==> config.mk <==
export PLATFORM = sky130hd
export DESIGN_NAME = mv_median_filter
export DESIGN_NICKNAME = d
export VERILOG_FILES = /design/src/rtl/mv_mf_pkg.sv /design/src/rtl/mv_median9.sv /design/src/rtl/mv_median_filter.sv
export SDC_FILE = /design/constraint.sdc
export NUM_CORES = 1
export LEC_CHECK = 0
export ABC_CLOCK_PERIOD_IN_PS = 24500
export BUFFER_PORTS_ARGS = -buffer_cell sky130_fd_sc_hd__buf_2
export CORE_ASPECT_RATIO = 1.25
export CORE_UTILIZATION = 45
export CTS_CLUSTER_DIAMETER = 200
export DETAILED_ROUTE_END_ITERATION = 12
export PLACE_DENSITY_LB_ADDON = 0.2
export SETUP_SLACK_MARGIN = 0.4
export SYNTH_ARGS = -nofsm -noshare
export SYNTH_HDL_FRONTEND = slang
export SYNTH_HIERARCHICAL = 1
export SYNTH_SLANG_ARGS = --single-unit
export TNS_END_PERCENT = 50
==> constraint.sdc <==
create_clock -name CLK -period 24.5 [get_ports CLK]
set_clock_uncertainty 0.15 [all_clocks]
set_input_delay 4.9 -clock CLK [delete_from_list [all_inputs] [get_ports CLK]]
set_output_delay 4.9 -clock CLK [all_outputs]
set_load 0.005 [all_outputs]
==> src/rtl/mv_mf_pkg.sv <==
// Shared state encoding, padding constants and neighbour visit table
// for the motion-vector median filter.
package mv_mf_pkg;

    typedef enum logic [2:0] {
        ST_IDLE,
        ST_CENTRE,
        ST_NEIGH,
        ST_SORT,
        ST_EMIT,
        ST_DONE
    } mf_state_t;

    localparam int NB_COUNT = 8;
    localparam int PAD_W    = 64;
    localparam logic [PAD_W-1:0] PAD_LO = '0;
    localparam logic [PAD_W-1:0] PAD_HI = '1;

    // The NULL flag occupies the bit just above the data field.
    function automatic int null_bit(input int dw);
        return dw;
    endfunction

    // Offsets are encoded as 0 = -1, 1 = 0, 2 = +1 so they stay unsigned.
    function automatic logic [1:0] nb_dx(input logic [2:0] idx);
        case (idx)
            3'd0, 3'd3, 3'd5: nb_dx = 2'd0;
            3'd1, 3'd6:       nb_dx = 2'd1;
            default:          nb_dx = 2'd2;
        endcase
    endfunction

    function automatic logic [1:0] nb_dy(input logic [2:0] idx);
        case (idx)
            3'd0, 3'd1, 3'd2: nb_dy = 2'd0;
            3'd3, 3'd4:       nb_dy = 2'd1;
            default:          nb_dy = 2'd2;
        endcase
    endfunction

endpackage

==> src/rtl/mv_median9.sv <==
// Registered three-stage 9-input median network (row sort, column
// reduction, final median of three).
module mv_median9
    import mv_mf_pkg::*;
#(
    parameter int DW = 8
) (
    input  logic          CLK,
    input  logic          reset_n,
    input  logic          in_valid,
    input  logic [DW-1:0] in_data [9],
    output logic          out_valid,
    output logic [DW-1:0] out_data
);

    function automatic logic [DW-1:0] max2(input logic [DW-1:0] a, input logic [DW-1:0] b);
        return (a > b) ? a : b;
    endfunction

    function automatic logic [DW-1:0] min2(input logic [DW-1:0] a, input logic [DW-1:0] b);
        return (a < b) ? a : b;
    endfunction

    function automatic logic [DW-1:0] max3(input logic [DW-1:0] a, input logic [DW-1:0] b,
                                           input logic [DW-1:0] c);
        return max2(max2(a, b), c);
    endfunction

    function automatic logic [DW-1:0] min3(input logic [DW-1:0] a, input logic [DW-1:0] b,
                                           input logic [DW-1:0] c);
        return min2(min2(a, b), c);
    endfunction

    function automatic logic [DW-1:0] med3(input logic [DW-1:0] a, input logic [DW-1:0] b,
                                           input logic [DW-1:0] c);
        return max2(min2(a, b), min2(max2(a, b), c));
    endfunction

    logic [DW-1:0] row_max [3];
    logic [DW-1:0] row_med [3];
    logic [DW-1:0] row_min [3];
    logic [DW-1:0] s2_lo, s2_md, s2_hi;
    logic          v1, v2;

    always_ff @(posedge CLK or negedge reset_n) begin
        if (!reset_n) begin
            for (int r = 0; r < 3; r++) begin
                row_max[r] <= '0;
                row_med[r] <= '0;
                row_min[r] <= '0;
            end
            s2_lo     <= '0;
            s2_md     <= '0;
            s2_hi     <= '0;
            v1        <= 1'b0;
            v2        <= 1'b0;
            out_valid <= 1'b0;
            out_data  <= '0;
        end else begin
            for (int r = 0; r < 3; r++) begin
                row_max[r] <= max3(in_data[3*r], in_data[3*r+1], in_data[3*r+2]);
                row_med[r] <= med3(in_data[3*r], in_data[3*r+1], in_data[3*r+2]);
                row_min[r] <= min3(in_data[3*r], in_data[3*r+1], in_data[3*r+2]);
            end
            v1        <= in_valid;
            s2_lo     <= min3(row_max[0], row_max[1], row_max[2]);
            s2_md     <= med3(row_med[0], row_med[1], row_med[2]);
            s2_hi     <= max3(row_min[0], row_min[1], row_min[2]);
            v2        <= v1;
            out_data  <= med3(s2_lo, s2_md, s2_hi);
            out_valid <= v2;
        end
    end

endmodule

==> src/rtl/mv_median_filter.sv <==
// Raster-scans a motion-vector field, fetches each 3x3 neighbourhood over
// a req/ack read port and streams out NULL-filled or smoothed vectors.
module mv_median_filter
    import mv_mf_pkg::*;
#(
    parameter int DW = 8,
    parameter int CW = 8,
    parameter int AW = 16
) (
    input  logic          CLK,
    input  logic          reset_n,
    input  logic          start,
    input  logic          mode,
    input  logic [CW-1:0] width,
    input  logic [CW-1:0] height,
    output logic          rd_req,
    output logic [AW-1:0] rd_addr,
    input  logic          rd_ack,
    input  logic [DW:0]   rd_data,
    output logic          out_valid,
    input  logic          out_ready,
    output logic [CW-1:0] out_x,
    output logic [CW-1:0] out_y,
    output logic [DW:0]   out_data,
    output logic          out_filtered,
    output logic          busy,
    output logic          done
);

    localparam int NULL_BIT = null_bit(DW);

    mf_state_t     state, state_next;
    logic          mode_r;
    logic [CW-1:0] width_r, height_r, x, y;
    logic [2:0]    nidx;
    logic [3:0]    k;
    logic [DW-1:0] samples [9];
    logic [DW-1:0] window [9];
    logic          sort_started;
    logic [CW:0]   nx, ny, read_x, read_y;
    logic [AW-1:0] addr_calc;
    logic          nb_in_frame, nb_step, accept, last_block, sample_null;
    logic          med_in_valid, med_valid;
    logic [DW-1:0] med_out;

    always_comb begin
        nx          = (CW+1)'(x) + (CW+1)'(nb_dx(nidx)) - (CW+1)'(1);
        ny          = (CW+1)'(y) + (CW+1)'(nb_dy(nidx)) - (CW+1)'(1);
        nb_in_frame = (nx != '0) && (ny != '0) &&
                      (nx <= (CW+1)'(width_r)) && (ny <= (CW+1)'(height_r));
        read_x      = (state == ST_CENTRE) ? (CW+1)'(x) : nx;
        read_y      = (state == ST_CENTRE) ? (CW+1)'(y) : ny;
        addr_calc   = AW'(read_y - (CW+1)'(1)) * AW'(width_r) + AW'(read_x - (CW+1)'(1));
        sample_null = rd_data[NULL_BIT];
        nb_step     = !nb_in_frame || rd_ack;
        accept      = (state == ST_EMIT) && out_ready;
        last_block  = (x == width_r) && (y == height_r);
        med_in_valid = (state == ST_SORT) && !sort_started;
    end

    // Unfilled window slots alternate low/high so padding cancels out in the median.
    always_comb begin
        for (int p = 0; p < 9; p++) begin
            window[p] = samples[p];
            if (4'(p) >= k) begin
                window[p] = (p % 2 == 0) ? DW'(PAD_LO) : DW'(PAD_HI);
            end
        end
    end

    always_comb begin
        rd_req    = (state == ST_CENTRE) || ((state == ST_NEIGH) && nb_in_frame);
        rd_addr   = rd_req ? addr_calc : '0;
        out_valid = (state == ST_EMIT);
        busy      = (state == ST_CENTRE) || (state == ST_NEIGH) ||
                    (state == ST_SORT) || (state == ST_EMIT);
        done      = (state == ST_DONE);
    end

    always_ff @(posedge CLK or negedge reset_n) begin
        if (!reset_n) state <= ST_IDLE;
        else          state <= state_next;
    end

    always_comb begin
        state_next = state;
        case (state)
            ST_IDLE: begin
                if (start) begin
                    state_next = (width == '0 || height == '0) ? ST_DONE : ST_CENTRE;
                end
            end
            ST_CENTRE: begin
                if (rd_ack) begin
                    state_next = (!mode_r && !sample_null) ? ST_EMIT : ST_NEIGH;
                end
            end
            ST_NEIGH: begin
                if (nb_step && nidx == 3'(NB_COUNT - 1)) state_next = ST_SORT;
            end
            ST_SORT: begin
                if (med_valid) state_next = ST_EMIT;
            end
            ST_EMIT: begin
                if (accept) state_next = last_block ? ST_DONE : ST_CENTRE;
            end
            ST_DONE:  state_next = ST_IDLE;
            default:  state_next = ST_IDLE;
        endcase
    end

    always_ff @(posedge CLK or negedge reset_n) begin
        if (!reset_n) begin
            mode_r       <= 1'b0;
            width_r      <= '0;
            height_r     <= '0;
            x            <= '0;
            y            <= '0;
            nidx         <= '0;
            k            <= '0;
            sort_started <= 1'b0;
            out_x        <= '0;
            out_y        <= '0;
            out_data     <= '0;
            out_filtered <= 1'b0;
            for (int p = 0; p < 9; p++) samples[p] <= '0;
        end else begin
            sort_started <= (state == ST_SORT);
            case (state)
                ST_IDLE: begin
                    if (start) begin
                        mode_r   <= mode;
                        width_r  <= width;
                        height_r <= height;
                        x        <= CW'(1);
                        y        <= CW'(1);
                    end
                end
                ST_CENTRE: begin
                    if (rd_ack) begin
                        out_x <= x;
                        out_y <= y;
                        nidx  <= '0;
                        k     <= '0;
                        if (!mode_r && !sample_null) begin
                            out_data     <= rd_data;
                            out_filtered <= 1'b0;
                        end else if (mode_r && !sample_null) begin
                            samples[0] <= rd_data[DW-1:0];
                            k          <= 4'd1;
                        end
                    end
                end
                ST_NEIGH: begin
                    if (nb_step) begin
                        nidx <= nidx + 3'd1;
                        if (nb_in_frame && rd_ack && !sample_null) begin
                            samples[k] <= rd_data[DW-1:0];
                            k          <= k + 4'd1;
                        end
                    end
                end
                ST_SORT: begin
                    if (med_valid) begin
                        out_data     <= (k == '0) ? {1'b1, DW'(0)} : {1'b0, med_out};
                        out_filtered <= 1'b1;
                    end
                end
                ST_EMIT: begin
                    if (accept) begin
                        if (x == width_r) begin
                            x <= CW'(1);
                            y <= y + CW'(1);
                        end else begin
                            x <= x + CW'(1);
                        end
                    end
                end
                default: ;
            endcase
        end
    end

    mv_median9 #(.DW(DW)) u_median (
        .CLK       (CLK),
        .reset_n   (reset_n),
        .in_valid  (med_in_valid),
        .in_data   (window),
        .out_valid (med_valid),
        .out_data  (med_out)
    );

endmodule
* After elaboration in Yosys (flattened, before gate mapping)
Cells that the tools add are included.
** Storage, ports and cells
- Bits in registers :: 249
- Input bits :: 31
- Output and inout bits :: 46
- ROM bits :: 0
- Latch bits :: 0
- RAM bits :: 0
- Memories kept :: 0
** Operators by class
- Order comparisons :: 43
- Mux-type cells :: 87
- Divide/modulo/power cells :: 0
- Reductions and logical operators :: 47
- Equal/unequal tests :: 25
- Multiply operators :: 1
- Bitwise logic cells :: 1
- Add/subtract/negate cells :: 11
- Shifts and indexed selects :: 0
** Operators with widths (count)
- $mux 8 :: 48
- $mux 72 :: 2
- $gt 8x8->1 :: 15
- $lt 8x8->1 :: 15
- $bwmux 72 :: 1
- $mux 9 :: 6
- $pmux 8 s2 :: 3
- $demux 8 s4 :: 1
- $mux 3 :: 10
- $sub 9x1->10 const B :: 2
- $add 8x2->9 :: 2
- $eq 3x3->1 const B :: 6
- $le 9x8->1 :: 2
- $pmux 9 s2 :: 1
- $reduce_bool 9->1 :: 2
- $sub 9x1->9 const B :: 2
- $add 16x16->16 :: 1
- $add 8x1->8 const B :: 2
- $eq 8x8->1 :: 2
- $ge 3x4->1 const A :: 4
- $logic_not 8->1 :: 2
- $mul 10x9->16 :: 1
- $mux 16 :: 1
- $pmux 3 s5 :: 1
- 31 further kinds :: 83

* Logic depth before layout (Yosys ltp)
- Depth after elaboration :: 14
- Gate-level depth with buffers :: 34

* By module
The synthesis kept the hierarchy.
** By module, submodules not included
- mv_median_filter :: cells each 1258, times used 1, area an instance 11857.6 µm²
- mv_median9 :: cells each 1128, times used 1, area an instance 10298.6 µm²

* Least setup slack after synthesis
OpenSTA, ideal clock, no wires.
- Kind :: register to output
- Start point :: reg nidx[0]
- End point :: out rd_addr[14]
- Arrival :: 7640 ps
- Cell stages (with the launch flop) :: 31
- Slack :: 11810 ps
- Cells stage by stage :: dfrtp_1 -> ha_1 -> nor4_1 -> a21oi_1 -> ha_1 -> inv_1 -> ha_1 -> inv_1 -> fa_1 -> nand2b_1 -> a21oi_1 -> xor2_1 -> or3_1 -> a211oi_1 -> and3_1 -> nand2_1 -> fa_1 -> inv_1 -> fa_1 -> fa_1 -> fa_1 -> inv_1 -> fa_1 -> inv_1 -> ha_1 -> nand3_1 -> nand2_1 -> a41o_1 -> o41ai_1 -> nor4bb_1 -> o31a_1
** On the way
- Cells in the longest elaborated chain, start to end :: 12
- Elaborated cells on any way between the ends :: 33
- Classes of those cells :: add/sub: 7; mul: 1; order compare: 2; eq/ne: 6; mux: 5; reduce/logical: 12
** Ends and longest elaborated chain
- start: declaration :: RTL line mv_median_filter.sv:35 : logic [2:0] nidx;
- start signal: assignment :: RTL line mv_median_filter.sv:156 : nidx <= nidx + 3'd1;
- branches (longest 11 deep; another with $mul 10x9->16)
- $mux 16 * :: RTL line mv_median_filter.sv:73 : rd_addr = rd_req ? addr_calc : '0;
- end: declaration :: RTL line mv_median_filter.sv:17 : output logic [AW-1:0] rd_addr,
Every way passes the cells marked *.

* Worst setup path in the final report
Ends and elaborated chain as after synthesis.

==> summary.txt <==
Critical path
  • Launching element of the worst setup path: nidx[0]
  • Slowest stage delay, CP: 0.62 ns
  • Cell depth of the worst flop-to-flop path: 27
  • Most Frequent Cell on Critical Path: fa_1
  • Worst r2r src: k[0]
  • Reg-to-reg setup timing slack: 17.09 ns
  • CP Data Required Time: 19.45 ns
  • Data arrival time at the worst-slack endpoint: 9.10 ns
  • Type of the setup path with the least slack: reg2out
  • Cell at the slowest stage of the critical path: a211oi_1
  • Worst setup path end: rd_addr[14]
  • Reg-to-Reg End: u_median/row_med[8]
  • Setup crit end kind: output pin
  • Kind of launch point of the worst setup path: flip-flop
  • Maximum fanout encountered on the critical timing path: 6

Flow run
  • Count of max-cap constraint violations: 0

Floorplanning
  • Ports placed on the boundary: 77
  • Starting density of the core: 45.76%
  • Number of standard-cell rows in the floorplan: 90
  • Core region area: 0.04842 sq mm
  • Horizontal die dimension: 200.5 um
  • Die outline height: 250.1 um
  • Die Area: 0.05013 sq mm

Global routing
  • GR Util All Layers: 24.31%
  • Pin count of the biggest net entering global routing: 165
  • Vias in the first global route: 17,640
  • Number of antenna violations at the first check in global routing: 0
  • Remaining global-route overflow: 0
  • Global-route wire length before repair: 96,410 um

Place
  • Minimum setup slack after placement: 10.95 ns
  • Estimated wirelength of the detail-placed design: 49,530 um
  • Cell count after placement: 3,057
  • Input/output buffers: 76
  • Area after detailed placement: 0.02320 sq mm
  • Routability congestion estimate: 0.9319

STA
  • Count of final setup violators: 0
  • Max-slew violations: 0
  • Final hold vios: 0
  • Post-layout min period: 14.15 ns
  • Achievable frequency: 70.68 MHz
  • Slew at the pin closest to its max-slew limit: 1.216 ns
  • Final critical-path setup slack: 10.35 ns
  • Unrepaired setup endpoints after global routing: no
  • Worst slew slack as a fraction of its limit: 18.29%
  • Tcrit/Tclk final: 57.74%
  • Sum of negative setup slack: 0 ns

Yosys
  • Share of synthesized flip-flops with an asynchronous set or reset: 100.0%
  • Post-synth cell types: 99
  • Share of the synthesized area in the top cell type: 28.12%
  • Instance count of the mapped netlist: 2,386
  • Avg Synthesized Cell Area: 9.286 sq um
  • Flip-flop and latch count after synthesis: 249
  • Leading post-synthesis cells by cell area: dfrtp_1 28%, ha_1 15%, fa_1 6.3%
  • Most used flip-flop cell after synthesis: dfrtp_1
  • Fraction of the yosys area taken by sequential cells: 28.12%
  • Cell type contributing the most total cell area after synthesis: dfrtp_1
  • Number of warnings reported in the yosys synthesis log: 6
  • Net count after synthesis: 2,749
  • Cell area after synthesis: 0.02216 sq mm
  • Number of synthesized flops with an enable pin: 0

Detailed routing
  • DRC viols: 0
  • Length of routed wiring on met1: 23,650 um
  • Routed met3 length: 1916 um
  • Number of detailed-route iterations in the first pass: 6
  • Wire per inst: 19.56 um
  • Final antenna-violating net count: 0
  • Total wirelength of the detailed-routed design: 60,750 um
  • Routed vias: 17,570
  • Average via count per standard cell: 5.657
  • Starting DRC count in detailed routing: 982
  • Met2 wire length: 32,730 um
  • Top sig layer: met4

CTS
  • Clock tree root buffer cell: clkbuf_16
  • Post-CTS setup-driven buffer insertion count: 0
  • # hold bufs at CTS: 0
  • Clock-pin slew of the registers on the worst-case setup and hold paths: 0.06 ns
  • Clock tree from TritonCTS: done
  • Skew-Pair Late Insertion Delay: 0.57 ns
  • Clk sinks: 249
  • Cells resized by post-CTS repair: 0
  • H-tree depth reported by CTS: 1
  • Number of buffers added by the clock tree synthesis step: 27
  • Clock buffer depth: 3

Hold path
  • Cells on Worst Hold Path: 0
  • Hold WC Path Type: reg2reg

Layout
  • Antenna Diode Count: 0
  • Number of nets in the layout: 2,805
  • Area growth from synthesis to final layout: 8.634%
  • Non-Filler Instances: 3,106
  • Proportion of layout cells with a drive suffix above 1: 13.73%
  • Final instance area: 0.02407 sq mm

Run status
  • Status: complete, no violations
worst min path at each step:
stage / from / end / slack, ns
2_1_floorplan: u_median/v2 / u_median/out_valid / 0.18
3_3_place_gp: u_median/v1 / u_median/v2 / 0.18
3_5_place_dp: u_median/v1 / u_median/v2 / 0.19
4_1_cts: u_median/v2 / u_median/out_valid / 0.20
5_1_grt: u_median/v2 / u_median/out_valid / 0.21
6_report: u_median/v2 / u_median/out_valid / 0.20
kinds of logic (layout without fill, tap and decap cells):
kind of cell / Yosys count / count (layout) / synth area share [%]
flip-flops: 249 / 249 / 28.12
multiplexers: 226 / 226 / 10.98
AND/OR/NAND/NOR: 653 / 653 / 15.69
buffers and inverters: 371 / 447 / 6.410
XOR/XNOR: 75 / 75 / 3.033
adder cells (fa/ha/maj): 332 / 332 / 21.12
AO/OA/AOI/OAI: 480 / 480 / 14.64
cells in the mapped netlist (42+ instances only):
master / count
a211oi_1: 47
a21oi_1: 138
and2_1: 87
dfrtp_1: 249
fa_1: 70
ha_1: 262
inv_1: 311
mux2_2: 110
mux2i_1: 107
nand2_1: 142
nand3_1: 57
nor2_1: 125
nor2b_1: 42
o21ai_0: 96
xnor2_1: 59
final cells by class:
type | count | area [sq um]
inverters | 312 | 1171
repair buffers | 86 | 478.0
flip-flops and latches | 249 | 6231
fillers | 4633 | 24350
multi-input cells | 1766 | 14510
clock buffers | 30 | 706.9
clock inverters | 19 | 166.4
well taps | 644 | 805.8
through the flow:
step	utilization, %	hold slack (ns)
finish	49.71	0.2030
global route	49.71	0.2081
CTS	49.71	0.2017
detailed placement	47.90	0.1919
global placement	47.90	0.1833
floorplan	-	0.1812
critical path, delay by kind of cell (launching register included):
family | cells | cell delay (ns)
fa+ha+maj | 9 | 3.64
compound gates | 8 | 2.69
simple gates | 7 | 1.46
flops | 1 | 0.42
buf+inv | 5 | 0.31
flip-flops by register name, summed over array words and instances (netlist names), 9 cells and up:
register          cells
samples              72
u_median/row_min     24
u_median/row_med     24
out_data              9
u_median/row_max     24
placed cells by master, fill, tap and decap left out, drive strengths merged, types with 7 or more instances in the layout:
cell type	Yosys	routed
inv	311	314
ha	262	262
dfrtp	249	249
nand2	143	143
a21oi	142	142
nor2	131	131
mux2	119	119
mux2i	107	107
o21ai	106	106
and2	87	87
buf	21	86
fa	70	70
nand3	66	66
xnor2	59	59
a211oi	49	49
nor2b	42	42
a21o	41	41
nand4	35	35
or2	34	34
nor3	31	31
clkbuf	38	30
nand2b	25	25
o221ai	17	17
a2111oi	16	16
xor2	15	15
or3	12	12
nor4	12	12
a22oi	10	10
o211ai	10	10
nand3b	9	9
a31oi	9	9
a211o	9	9
clkinv	1	9
nor3b	8	8
o21a	7	7
o21bai	7	7
clkinvlp	0	7
and3	7	7
layer usage:
layer | up-vias | track usage, %
met3 | 116 | 2.043
met1 | 8622 | 27.32
met4 | 0 | 9.858
li1 | 8436 | -
met5 | - | 0
met2 | 397 | 46.77
Power is not shown: default switching activity piles up to over one toggle a cycle in this logic, so the estimate is an artifact.
